==> config.mk <==
export PLATFORM = sky130hd
export DESIGN_NAME = aes_core_arbiter
export DESIGN_NICKNAME = d
export VERILOG_FILES = /design/src/rtl/aes_core_arbiter.sv
export SDC_FILE = /design/constraint.sdc
export NUM_CORES = 2
export LEC_CHECK = 0
export BUFFER_PORTS_ARGS = -buffer_cell sky130_fd_sc_hd__buf_2
export CAP_MARGIN = 20
export CORE_AREA = 2 2 600 602
export DETAILED_ROUTE_END_ITERATION = 10
export DIE_AREA = 0 0 602 604
export PLACE_DENSITY = 0.45
export SYNTH_ARGS = -nofsm -noshare
export SYNTH_HDL_FRONTEND = slang
export SYNTH_SLANG_ARGS = --single-unit
export TNS_END_PERCENT = 1
==> constraint.sdc <==
create_clock -name clk -period 10.46 [get_ports clk]
set_clock_uncertainty 0.05 [all_clocks]
set_input_delay 3.138 -clock clk [delete_from_list [all_inputs] [get_ports clk]]
set_output_delay 3.138 -clock clk [all_outputs]
set_load 0.01 [all_outputs]
==> src/rtl/aes_core_arbiter.sv <==
// Round-robin front end for a shared, non-stallable AES-128 pipeline.
// Credit-based admission keeps the response FIFO from overflowing.
module aes_core_arbiter #(
  parameter int NUM_REQ    = 4,
  parameter int LATENCY    = 21,
  parameter int FIFO_DEPTH = 8
) (
  input  logic                       clk,
  input  logic                       rst_n,
  input  logic [NUM_REQ-1:0]         req_valid,
  output logic [NUM_REQ-1:0]         req_ready,
  input  logic [NUM_REQ*128-1:0]     req_data,
  input  logic [NUM_REQ*128-1:0]     req_key,
  output logic [127:0]               core_state,
  output logic [127:0]               core_key,
  input  logic [127:0]               core_out,
  output logic                       resp_valid,
  input  logic                       resp_ready,
  output logic [127:0]               resp_data,
  output logic [$clog2(NUM_REQ)-1:0] resp_id
);

  localparam int IDW  = $clog2(NUM_REQ);
  localparam int OCCW = $clog2(FIFO_DEPTH + 1);
  localparam int PTRW = (FIFO_DEPTH > 1) ? $clog2(FIFO_DEPTH) : 1;

  logic [NUM_REQ-1:0] gnt_s;
  logic               gnt_any_s;
  logic [IDW-1:0]     gnt_id_s;
  logic [IDW:0]       cand_s;
  logic               hit_s;
  logic [127:0]       lane_data_s;
  logic [127:0]       lane_key_s;
  logic               push_s;
  logic               pop_s;
  logic               resp_valid_s;

  logic [OCCW-1:0]    occ_q, occ_d;
  logic [IDW-1:0]     last_q, last_d;
  logic [127:0]       state_q, state_d;
  logic [127:0]       key_q, key_d;
  logic [LATENCY:0]   tag_vld_q;
  logic [IDW-1:0]     tag_id_q [LATENCY+1];
  logic [127:0]       fifo_data_q [FIFO_DEPTH];
  logic [IDW-1:0]     fifo_id_q [FIFO_DEPTH];
  logic [PTRW-1:0]    wr_ptr_q, wr_ptr_d;
  logic [PTRW-1:0]    rd_ptr_q, rd_ptr_d;
  logic [OCCW-1:0]    cnt_q, cnt_d;

  function automatic logic [PTRW-1:0] ptr_inc(input logic [PTRW-1:0] p);
    return (p == PTRW'(FIFO_DEPTH - 1)) ? '0 : p + PTRW'(1);
  endfunction

  // Round-robin search from last_q+1, gated by outstanding-block credit
  always_comb begin
    gnt_any_s = 1'b0;
    gnt_id_s  = last_q;
    cand_s    = '0;
    hit_s     = 1'b0;
    if (occ_q < OCCW'(FIFO_DEPTH)) begin
      for (int k = 1; k <= NUM_REQ; k++) begin
        cand_s    = {1'b0, last_q} + (IDW+1)'(k);
        cand_s    = (cand_s >= (IDW+1)'(NUM_REQ)) ? cand_s - (IDW+1)'(NUM_REQ) : cand_s;
        hit_s     = !gnt_any_s && req_valid[cand_s[IDW-1:0]];
        gnt_id_s  = hit_s ? cand_s[IDW-1:0] : gnt_id_s;
        gnt_any_s = gnt_any_s | hit_s;
      end
    end else begin
      gnt_any_s = 1'b0;
    end
    gnt_s = gnt_any_s ? (NUM_REQ'(1) << gnt_id_s) : '0;
  end

  // One-hot lane select of plaintext and key
  always_comb begin
    lane_data_s = '0;
    lane_key_s  = '0;
    for (int i = 0; i < NUM_REQ; i++) begin
      lane_data_s = lane_data_s | (gnt_s[i] ? req_data[128*i +: 128] : 128'd0);
      lane_key_s  = lane_key_s  | (gnt_s[i] ? req_key[128*i +: 128]  : 128'd0);
    end
  end

  // Next-state for issue registers, credit counter and FIFO bookkeeping
  always_comb begin
    resp_valid_s = (cnt_q != '0);
    pop_s        = resp_valid_s & resp_ready;
    push_s       = tag_vld_q[LATENCY];
    state_d      = gnt_any_s ? lane_data_s : state_q;
    key_d        = gnt_any_s ? lane_key_s : key_q;
    last_d       = gnt_any_s ? gnt_id_s : last_q;
    wr_ptr_d     = push_s ? ptr_inc(wr_ptr_q) : wr_ptr_q;
    rd_ptr_d     = pop_s ? ptr_inc(rd_ptr_q) : rd_ptr_q;
    case ({gnt_any_s, pop_s})
      2'b10:   occ_d = occ_q + OCCW'(1);
      2'b01:   occ_d = occ_q - OCCW'(1);
      default: occ_d = occ_q;
    endcase
    case ({push_s, pop_s})
      2'b10:   cnt_d = cnt_q + OCCW'(1);
      2'b01:   cnt_d = cnt_q - OCCW'(1);
      default: cnt_d = cnt_q;
    endcase
  end

  // Issue registers, credit counter and FIFO pointers
  always_ff @(posedge clk or negedge rst_n) begin
    if (!rst_n) begin
      occ_q    <= '0;
      last_q   <= IDW'(NUM_REQ - 1);
      state_q  <= '0;
      key_q    <= '0;
      wr_ptr_q <= '0;
      rd_ptr_q <= '0;
      cnt_q    <= '0;
    end else begin
      occ_q    <= occ_d;
      last_q   <= last_d;
      state_q  <= state_d;
      key_q    <= key_d;
      wr_ptr_q <= wr_ptr_d;
      rd_ptr_q <= rd_ptr_d;
      cnt_q    <= cnt_d;
    end
  end

  // Tag pipe: stage 0 pairs with the issue register, the last stage with core_out
  always_ff @(posedge clk or negedge rst_n) begin
    if (!rst_n) begin
      tag_vld_q <= '0;
      for (int j = 0; j <= LATENCY; j++) begin
        tag_id_q[j] <= '0;
      end
    end else begin
      tag_vld_q   <= {tag_vld_q[LATENCY-1:0], gnt_any_s};
      tag_id_q[0] <= gnt_id_s;
      for (int j = 1; j <= LATENCY; j++) begin
        tag_id_q[j] <= tag_id_q[j-1];
      end
    end
  end

  // FIFO storage; contents are only observed through the valid-gated head
  always_ff @(posedge clk) begin
    if (push_s) begin
      fifo_data_q[wr_ptr_q] <= core_out;
      fifo_id_q[wr_ptr_q]   <= tag_id_q[LATENCY];
    end
  end

  assign req_ready  = gnt_s;
  assign core_state = state_q;
  assign core_key   = key_q;
  assign resp_valid = resp_valid_s;
  assign resp_data  = resp_valid_s ? fifo_data_q[rd_ptr_q] : 128'd0;
  assign resp_id    = resp_valid_s ? fifo_id_q[rd_ptr_q] : '0;

endmodule
==> results.sh <==
export IMPL_io_buffers=1549
export IMPL_insertion_delay_ns=0.85
export IMPL_rows=220
export IMPL_synth_edf_count=1040
export IMPL_setup_viol=0
export IMPL_core_um2=358000
export IMPL_firstDrtPassIters=6
export IMPL_fin_crit_ns=8.55
export IMPL_num_fill_cells=38200
export IMPL_period_share_pct=81.7
export IMPL_required_ns=7.27
export IMPL_grt_max_degree=172
export IMPL_fp_dieH_um=604
export IMPL_areaGrowthSynthToFinish_pct=32.8
export IMPL_drtAntennaViolNets=0
export IMPL_routed_wl_um=344000
export IMPL_gp_congestion=1.08
export IMPL_powerDensity_nw_per_um2=314
export IMPL_cts_resized=0
export IMPL_cap_violations=0
export IMPL_status="complete, no violations"
export IMPL_num_vias=44200
export IMPL_hold_viol=0
export IMPL_clock_fmax_mhz=117
export IMPL_detail_route_iter0_violations=4232
export IMPL_ys_seq_area_share_pct=67.3
export IMPL_cts_setup_buffers=0
export IMPL_wl_per_cell_um=33.8
export IMPL_via_per_inst=4.34
export IMPL_syn_avg_cell_area_um2=16.5
export IMPL_clockRootBuffer="clkbuf_16"
export IMPL_num_io_pins=1550
export IMPL_clk_path_buf_depth=4
export IMPL_antenna_found_initial=295
export IMPL_async_reset_ff_share_pct=24.5
export IMPL_worst_hold_path_type="flip-flop to flip-flop"
export IMPL_utilization_pct=21.9
export IMPL_holdWs_ns=0.232
export IMPL_seq_area_um2=39700
export IMPL_ys_warn_count=0
export IMPL_grt_pass1_vias=43700
export IMPL_p_leak_nw=29.2
export IMPL_syn_nets=4743
export IMPL_critPathKind="primary input to output pin"
export IMPL_design_area_um2=78400
export IMPL_overflow=0
export IMPL_syn_inst=3572
export IMPL_h_tree_depth=4
export IMPL_rsz0062_at_grt="no"
export IMPL_holdBufCountCts=0
export IMPL_hpwlAfterDp_um=257000
export IMPL_dieArea_um2=364000
export IMPL_ys_ff_latch=1378
export IMPL_synth_area_um2=59000
export IMPL_peakVddDrop_uv=257
export IMPL_drc=0
export IMPL_layout_commonest_cell="buf_2"
export IMPL_relSlewSlack_pct=16.6
export IMPL_cts_tree="done"
export IMPL_clk_pin_slew_ns=0.06
export IMPL_cts_buffers_inserted=173
export IMPL_grtUsageTotal_pct=18.1
export IMPL_endpoint_kind="output pin"
export IMPL_worstPathMaxFanout=15
export IMPL_start_util_pct=16.5
export IMPL_fin_cells=10200
export IMPL_multi_input_area_um2=17900
export IMPL_timing_reg2reg_setup_slack_ns=5.83
export IMPL_nets=6220
export IMPL_arrival_ns=5.36
export IMPL_layout_common_cells="buf_2, edfxtp_1, dfrtp_1, mux2i_1, nand2_1"
export IMPL_drive_above_1_share_pct=42.1
export IMPL_dp_cells=9647
export IMPL_slew_violations=0
export IMPL_setup_tns_ns=0
export IMPL_worstSetupStartpointType="primary input"
export IMPL_die_x_um=602
export IMPL_grt_pass1_wl_um=438000
export IMPL_place_area_um2=72100
export IMPL_synthFlopType="edfxtp_1"
export IMPL_ys_types=57
export IMPL_cts_sinks=1378
export IMPL_worst_pin_slew_ns=1.25
where the power goes:
part           switching [mW]  internal [mW]  leakage, nW
Clock                    2.56           3.62         2.84
Sequential              0.782           7.31         13.6
Combinational            6.65           3.67         12.8
worst paths after layout:
path	startpoint	endpoint	cells after the start
worst min register to register	tag_vld_q[16]	tag_vld_q[17]	0
min in group asynchronous	rst_n	core_state[125]	1
max in group asynchronous	rst_n	core_key[26]	2
worst max-delay path	req_valid[3]	req_ready[2]	8
worst min-delay path	tag_vld_q[16]	tag_vld_q[17]	0
worst max register to register	last_q[0]	core_key[117]	10
worst max-delay path, stage by stage:
cell	delay, ns
buf_2	0.19
or3b_1	0.42
a2111oi_4	0.50
nor4_2	0.10
buf_4	0.23
or2_2	0.35
nor2_4	0.16
buf_2	0.26
sequential cells by signal (all words and copies together), names as in the netlist:
| register | count |
|---|---|
| cnt_q | 4 |
| occ_q | 4 |
| tag_vld_q | 22 |
| rd_ptr_q | 3 |
| last_q | 2 |
| core_key | 128 |
| fifo_data_q | 1024 |
| wr_ptr_q | 3 |
| tag_id_q | 44 |
| fifo_id_q | 16 |
| core_state | 128 |
cell type report:
type	instances	share of cell area (%)
Sequential cell	1378	50.7
Inverter	17	0.102
Timing Repair Buffer	1621	10.8
Multi-Input combinational cell	1858	22.8
Tap cell	4773	7.62
Clock inverter	96	1.37
Clock buffer	221	6.00
Antenna cell	199	0.635
through the flow:
stage	power, mW	setup slack, ns
after floorplan	14.1	0.320
final	24.6	1.91
after detailed placement	18.7	1.91
after global placement	18.6	1.89
after CTS	25.0	1.91
after global routing	25.8	1.82
logic make-up after synthesis:
family                   count (synthesis)  share of synthesized area, %
adder cells (fa/ha/maj)                 12                         0.280
flip-flops                            1378                          67.3
XOR/XNOR                                 8                         0.119
buffers and inverters                  336                          2.69
AND/OR/NAND/NOR                        551                          4.13
AO/OA/AOI/OAI                          731                          10.6
multiplexers                           556                          15.0
cells in the mapped netlist, drive strengths merged, types with 2 or more instances:
master	instances	area share [%]
edfxtp	1040	53
dfrtp	336	14
mux2i	293	5.0
nand2	270	1.7
mux4	260	9.9
o221ai	257	3.8
clkbuf	230	1.5
a22oi	188	2.4
a32oi	152	2.3
nor2	148	0.95
nor2b	96	1.0
a221o	94	1.6
buf	89	1.1
inv	15	0.095
a31oi	12	0.13
nor4b	11	0.16
ha	10	0.21
a21oi	6	0.070
nand2b	6	0.064
nor3	6	0.051
o21ai	6	0.051
a21o	5	0.064
xnor2	5	0.074
nand3b	4	0.051
mux2	3	0.057
xor2	3	0.045
a21boi	2	0.025
clkinv	2	0.021
dfstp	2	0.089
fa	2	0.068
nand3	2	0.017
nor4	2	0.021
or3b	2	0.030
routing by layer:
layer / up-vias / share of wire, % / global-route usage (%)
met5: - / 0.17 / 0
met4: 92 / 5.8 / 8.80
met3: 774 / 10 / 7.52
met2: 2330 / 46 / 29.1
met1: 23000 / 38 / 20.7
li1: 18000 / - / -
No activity file was read; power rests on OpenSTA's default activity.
